### config.mk
export PLATFORM = sky130hd
export DESIGN_NAME = gayle_ide_bus
export DESIGN_NICKNAME = d
export VERILOG_FILES = /design/src/rtl/gayle_pkg.sv /design/src/rtl/gayle_regs.sv /design/src/rtl/gayle_ide_bus.sv
export SDC_FILE = /design/constraint.sdc
export NUM_CORES = 1
export LEC_CHECK = 0
export CAP_MARGIN = 25
export CORE_ASPECT_RATIO = 0.7
export CORE_MARGIN = 3
export CORE_UTILIZATION = 30
export CTS_BUF_LIST = sky130_fd_sc_hd__clkbuf_4 sky130_fd_sc_hd__clkbuf_8
export DETAILED_ROUTE_END_ITERATION = 6
export GPL_TIMING_DRIVEN = 0
export HOLD_SLACK_MARGIN = 0.1
export PLACE_DENSITY = 0.7
export SYNTH_ARGS = -nofsm -noshare
export SYNTH_HDL_FRONTEND = slang
export SYNTH_SLANG_ARGS = --single-unit
### constraint.sdc
create_clock -name clk -period 4.67 [get_ports clk]
set_input_delay 0.934 -clock clk [delete_from_list [all_inputs] [get_ports clk]]
set_output_delay 0.934 -clock clk [all_outputs]
set_load 0.01 [all_outputs]
### src/rtl/gayle_pkg.sv
// Shared types and constants for the Gayle IDE CPU bus front end.
package gayle_pkg;

   typedef enum logic [2:0] {
      ST_IDLE,
      ST_HOLD,
      ST_STROBE,
      ST_CAPTURE,
      ST_ACK
   } state_t;

   localparam logic [1:0] GREG_CS    = 2'd0;
   localparam logic [1:0] GREG_IRQ   = 2'd1;
   localparam logic [1:0] GREG_INTEN = 2'd2;
   localparam logic [1:0] GREG_CFG   = 2'd3;

   localparam logic [3:0] TF_DATA    = 4'd0;
   localparam logic [3:0] TF_STATUS  = 4'd7;
   localparam logic [3:0] TF_DEVCTRL = 4'd14;

   localparam logic [7:0] GAYLE_ID_DEFAULT = 8'hD0;

endpackage

### src/rtl/gayle_regs.sv
// Gayle control registers (IRQ status, interrupt enable, config), serial ID register
// and the read mux feeding cpu_dout for the Gayle and ID windows.
module gayle_regs
   import gayle_pkg::*;
#(
   parameter logic [7:0] GAYLE_ID = GAYLE_ID_DEFAULT
) (
   input  logic        clk,
   input  logic        reset,
   input  logic        ide_irq,
   input  logic        gayle_acc,
   input  logic        id_acc,
   input  logic        wr,
   input  logic [1:0]  reg_sel,
   input  logic [15:0] din,
   output logic [15:0] rdata,
   output logic        int2
);

   logic       irq_q;
   logic       irq_chg;
   logic       int_en;
   logic [3:0] cfg;
   logic [2:0] id_cnt;
   logic       irq_rise;

   assign irq_rise = ide_irq & ~irq_q;

   always_ff @(posedge clk or posedge reset) begin
      if (reset) begin
         irq_q   <= 1'b0;
         irq_chg <= 1'b0;
         int_en  <= 1'b0;
         cfg     <= 4'h0;
         id_cnt  <= 3'd0;
         int2    <= 1'b0;
      end else begin
         irq_q <= ide_irq;
         int2  <= irq_chg & int_en;
         if (gayle_acc && wr) begin
            case (reg_sel)
               GREG_IRQ:   irq_chg <= irq_chg & din[15];
               GREG_INTEN: int_en  <= din[15];
               GREG_CFG:   cfg     <= din[15:12];
               default:    ;
            endcase
         end
         // a new interrupt edge must never be lost to a clearing write in the same cycle
         if (irq_rise)
            irq_chg <= 1'b1;
         if (id_acc)
            id_cnt <= wr ? 3'd0 : id_cnt + 3'd1;
      end
   end

   always_comb begin
      rdata = 16'h0000;
      if (id_acc) begin
         rdata[15] = GAYLE_ID[3'd7 - id_cnt];
      end else begin
         case (reg_sel)
            GREG_CS:    rdata[15]    = ide_irq;
            GREG_IRQ:   rdata[15]    = irq_chg;
            GREG_INTEN: rdata[15]    = int_en;
            default:    rdata[15:12] = cfg;
         endcase
      end
   end

endmodule

### src/rtl/gayle_ide_bus.sv
// Gayle-style CPU bus front end: task-file strobes, DTACK stretching, Gayle registers, INT2.
// Optional macro GAYLE_TIMEOUT_EN aborts accesses held longer than WAIT_TIMEOUT cycles.
//
// state   | meaning
// IDLE    | waiting for a cpu_as rising edge
// HOLD    | task file busy or read data not ready; CPU cycle stretched
// STROBE  | one-cycle io_read / io_write
// CAPTURE | task-file read data latched into cpu_dout
// ACK     | cpu_dtack high until cpu_as falls
module gayle_ide_bus
   import gayle_pkg::*;
#(
   parameter int         WAIT_TIMEOUT = 1023,
   parameter logic [7:0] GAYLE_ID     = GAYLE_ID_DEFAULT
) (
   input  logic        clk,
   input  logic        reset,
   input  logic        cpu_as,
   input  logic        cpu_rw,
   input  logic [11:0] cpu_addr,
   input  logic [15:0] cpu_din,
   output logic [15:0] cpu_dout,
   output logic        cpu_dtack,
   input  logic        sel_ide,
   input  logic        sel_gayle,
   input  logic        sel_id,
   output logic [3:0]  io_address,
   output logic        io_read,
   output logic        io_write,
   output logic [31:0] io_writedata,
   output logic        io_32,
   input  logic [31:0] io_readdata,
   input  logic        io_wait,
   input  logic        no_data,
   input  logic        ide_irq,
   output logic        int2
);

   localparam logic [9:0] HOLD_LIMIT = 10'(WAIT_TIMEOUT - 1);

   state_t      state;
   logic        as_q;
   logic        rw_q;
   logic        as_rise;
   logic        start;
   logic        hold_start;
   logic        hold_now;
   logic [3:0]  idx;
   logic        gayle_acc;
   logic        id_acc;
   logic [15:0] reg_rdata;

   assign io_32      = 1'b0;
   assign as_rise    = cpu_as & ~as_q;
   assign start      = (state == ST_IDLE) & as_rise;
   assign idx        = {cpu_addr[10], cpu_addr[2:0]};
   assign hold_start = io_wait | (cpu_rw & (idx == TF_DATA) & no_data);
   assign hold_now   = io_wait | (rw_q & (io_address == TF_DATA) & no_data);
   assign gayle_acc  = start & ~sel_ide & sel_gayle;
   assign id_acc     = start & ~sel_ide & ~sel_gayle & sel_id;

`ifdef GAYLE_TIMEOUT_EN
   logic [9:0] hold_cnt;
   wire unused_bits = ^{cpu_addr[9:3], io_readdata[31:16]};
`else
   wire unused_bits = ^{cpu_addr[9:3], io_readdata[31:16], HOLD_LIMIT};
`endif

   gayle_regs #(.GAYLE_ID(GAYLE_ID)) u_regs (
      .clk       (clk),
      .reset     (reset),
      .ide_irq   (ide_irq),
      .gayle_acc (gayle_acc),
      .id_acc    (id_acc),
      .wr        (~cpu_rw),
      .reg_sel   (cpu_addr[11:10]),
      .din       (cpu_din),
      .rdata     (reg_rdata),
      .int2      (int2)
   );

   always_ff @(posedge clk or posedge reset) begin
      if (reset) begin
         state        <= ST_IDLE;
         as_q         <= 1'b0;
         rw_q         <= 1'b0;
         cpu_dout     <= 16'h0000;
         cpu_dtack    <= 1'b0;
         io_address   <= 4'h0;
         io_read      <= 1'b0;
         io_write     <= 1'b0;
         io_writedata <= 32'h0;
`ifdef GAYLE_TIMEOUT_EN
         hold_cnt     <= 10'd0;
`endif
      end else begin
         as_q     <= cpu_as;
         io_read  <= 1'b0;
         io_write <= 1'b0;
         case (state)
            ST_IDLE: begin
               if (as_rise && sel_ide) begin
                  rw_q         <= cpu_rw;
                  io_address   <= idx;
                  io_writedata <= (idx == TF_DATA) ? {16'h0, cpu_din} : {24'h0, cpu_din[15:8]};
                  if (hold_start) begin
                     state <= ST_HOLD;
`ifdef GAYLE_TIMEOUT_EN
                     hold_cnt <= HOLD_LIMIT;
`endif
                  end else begin
                     state    <= ST_STROBE;
                     io_read  <= cpu_rw;
                     io_write <= ~cpu_rw;
                  end
               end else if (as_rise && (sel_gayle || sel_id)) begin
                  cpu_dout  <= reg_rdata;
                  cpu_dtack <= 1'b1;
                  state     <= ST_ACK;
               end
            end
            ST_HOLD: begin
               if (!cpu_as) begin
                  state <= ST_IDLE;
               end else if (!hold_now) begin
                  state    <= ST_STROBE;
                  io_read  <= rw_q;
                  io_write <= ~rw_q;
               end
`ifdef GAYLE_TIMEOUT_EN
               else if (hold_cnt == 10'd0) begin
                  cpu_dout  <= 16'hFFFF;
                  cpu_dtack <= 1'b1;
                  state     <= ST_ACK;
               end else begin
                  hold_cnt <= hold_cnt - 10'd1;
               end
`endif
            end
            ST_STROBE: begin
               state <= cpu_as ? ST_CAPTURE : ST_IDLE;
            end
            ST_CAPTURE: begin
               if (!cpu_as) begin
                  state <= ST_IDLE;
               end else begin
                  if (rw_q)
                     cpu_dout <= (io_address == TF_DATA) ? io_readdata[15:0]
                                                         : {io_readdata[7:0], io_readdata[7:0]};
                  cpu_dtack <= 1'b1;
                  state     <= ST_ACK;
               end
            end
            ST_ACK: begin
               if (!cpu_as) begin
                  cpu_dtack <= 1'b0;
                  state     <= ST_IDLE;
               end
            end
            default: state <= ST_IDLE;
         endcase
      end
   end

endmodule

==> results.ini <==
[yosys]
syn_avg_cell_area_um2 = 10.4
synth_ff_type = dfrtp_1
syn_area_um2 = 2810
synth_xor_xnor_area_share_pct = 0
syn_inst = 270
synth_seq_cells = 55
synthMuxAreaShare_pct = 15.8
synth_cell_types = 45
yosys_warnings = 0
synth_top_family_by_area = multiplexers
synth_compound_gate_area_share_pct = 10.1
synth_simple_gate_area_share_pct = 14.9
synth_common_cells = dfrtp_1 (55), nand2_1 (44), mux2i_1 (23)
synth_largest_area_cell = dfrtp_1
synth_edf_count = 0
ys_seq_area_share_pct = 49.0
synth_fa_ha_area_share_pct = 0.890
synth_top_area_share_pct = 49.0
ys_async_sr_fraction_pct = 100
synth.most_common_cell = dfrtp_1
synth.area.top_cells = dfrtp_1 (49%), mux2i_1 (8.2%), mux2_2 (6.8%), nand2_1 (5.9%), buf_4 (4.5%)

[placed_design]
place_ws_ps = 1540
io_buffer_count = 85
hpwlAfterDp_um = 5840
gp_congestion = 0.822

[run]
cap_violations = 0

[timing]
tns_ps = 0
hold_violations = 0
clock-skew-final_ps = 7.92
slew_viol_final = 0
rsz0062_at_grt = false
period_minus_slack_ps = 2800
setup_viol = 0
fmaxAchievable_mhz = 357
relSlewSlack_pct = 46.4
fin_ws_ps = 1870
worst_pin_slew_ps = 805
period_share_pct = 60.1

[critical_path]
r2r-start = state[2]$_DFFE_PP0P_
end_kind = flop
start_kind = input port
worstPathMaxFanout = 6
startpoint = cpu_as
crit_arrival_ps = 3000
crit_type = input port to flop
required_ps = 4870

[grt]
grt_pass1_wl_um = 11800
grt_usage_pct = 14.2
antenna_found_initial = 0
grt_max_degree = 31
grt_overflow = 0
grt_pass1_vias = 2289

[routing]
vias_per_cell = 4.55
drt_iter0_drc = 74
firstDrtPassIters = 4
drc = 0
drt-total-wl_um = 7510
wl_per_cell_um = 15.0
num_vias = 2273
final_antenna_net_count = 0

[power_and_ir_drop]
power_frac_comb_pct = 34.8
swShare_pct = 32.0
ir_worst_vdd_mv = 0.152
p_total_mw = 1.44
switchingPower_uw = 461
seq_power_share_pct = 44.9
clkPwrFrac_pct = 20.3
powerDensity_nw_per_um2 = 361
intPower_uw = 981
power_leakage_nw = 1.74

[layout]
antenna_cells = 0
drive_gt1_share_pct = 15.3
fin_util_pct = 45.4
multiInputGateArea_um2 = 1230
seqCellArea_um2 = 1380
fillers = 836
area_growth_pct = 42.0
final_net_count = 451

[clocking]
htreeDepth = 2
clkTransAtPathRegs_ps = 100
cts_root_buf = clkbuf_8
cts_setup_buffers = 0
clk_latency_ps = 310
clock-sinks = 55
cts_buffers = 5
tritoncts = done
cts_resized = 0
hold_buffers = 0
cts.path.max_buffers = 2

[floorplanning]
die_area_um2 = 10600
die_x_um = 122
start_util_pct = 32.0
num_rows = 28
coreArea_um2 = 8790
dieHeight_um = 87.0
io_pins = 127

[status]
status = finished clean

[min_path]
hold_class = flop to flop
min_from = io_writedata[14]$_DFFE_PP0P_

path summary, 6_finish.rpt:
check | end | slack, ps | cells past startpoint
max | cpu_dout[15]$_DFFE_PP0P_ | 1870 | 7
min | io_writedata[14]$_DFFE_PP0P_ | 490 | 2
max in group asynchronous | state[2]$_DFFE_PP0P_ | 3090 | 3
min in group asynchronous | io_writedata[4]$_DFFE_PP0P_ | 1010 | 2
max reg2reg | cpu_dout[12]$_DFFE_PP0P_ | 2380 | 5
min reg2reg | io_writedata[14]$_DFFE_PP0P_ | 490 | 2
power groups by stage:
| stage | clock network (mW) | logic, mW | registers [mW] |
|---|---|---|---|
| detailed placement | 0 | 0.506 | 0.655 |
| global placement | 0 | 0.497 | 0.652 |
| finish | 0.293 | 0.502 | 0.647 |
| CTS | 0.297 | 0.508 | 0.646 |
| global route | 0.318 | 0.550 | 0.660 |
| floorplan | 0 | 0.210 | 0.679 |
flip-flops by register name, indices dropped and copies added, names as in the netlist:
name,count
io_address,4
u_regs.int_en,1
as_q,1
rw_q,1
io_writedata,16
cpu_dout,16
u_regs.cfg,4
u_regs.irq_q,1
io_read,1
u_regs.irq_chg,1
state,3
cpu_dtack,1
u_regs.int2,1
io_write,1
u_regs.id_cnt,3
worst max-delay path, stage by stage:
cell	delay (ps)
clkdlybuf4s50_1	490
or4b_1	430
buf_2	200
or4_1	520
buf_2	180
a21oi_1	180
o2bb2ai_1	80
layout make-up:
cell class              count  share of cell area [%]
clock inverters             1                   0.219
multi-input cells         182                    30.9
flip-flops and latches     55                    34.5
inverters                  16                    1.50
well taps                 120                    3.76
clock buffers               7                    2.26
repair buffers             86                    21.8
plain buffers              33                    5.02
metal layers:
metal / part of all wire (%) / vias up / GRT usage [%]
met1: 48 / 1082 / 20.2
met2: 44 / 71 / 22.2
met4: 0.093 / 0 / 1.53
li1: - / 1118 / -
met5: 0 / - / 0
met3: 7.7 / 2 / 4.22
cell families (layout without fill, tap and decap cells):
kind of cell / count (synthesis) / count (layout)
mux: 41 / 41
other cells: 1 / 17
simple gates: 79 / 79
compound gates: 43 / 43
fa+ha+maj: 2 / 2
buf+inv: 49 / 143
flops: 55 / 55
cell usage in the layout, fill, tap and decap left out, types with 2 or more instances in the layout:
cell type | synthesis | final
conb_1 | 1 | 17
nand2_1 | 44 | 44
clkbuf_1 | 9 | 9
o41ai_1 | 2 | 2
o21ai_0 | 21 | 21
inv_1 | 16 | 15
a21oi_1 | 3 | 3
nand2b_1 | 2 | 2
buf_1 | 2 | 2
dfrtp_1 | 55 | 55
mux2i_1 | 23 | 23
nor4b_1 | 2 | 2
ha_1 | 2 | 2
o211ai_1 | 2 | 2
nor4_1 | 2 | 2
nor2_1 | 9 | 9
and2_1 | 2 | 2
clkdlybuf4s50_1 | 0 | 85
o22ai_1 | 5 | 5
nand3b_1 | 3 | 3
buf_4 | 17 | 17
nand3_1 | 4 | 4
buf_2 | 4 | 4
nand4_1 | 2 | 2
clkbuf_8 | 0 | 6
mux2_2 | 17 | 17
metrics by stage:
stage / instance area [µm²] / hold WS [ps] / std cells
6_report: 3990 / 485 / 500
3_3_place_gp: 3870 / 465 / 491
5_1_grt: 3990 / 518 / 500
4_1_cts: 3990 / 492 / 500
2_1_floorplan: 2870 / 469 / 286
3_5_place_dp: 3890 / 469 / 492
Note: power is estimated with default switching activity, not from simulation.
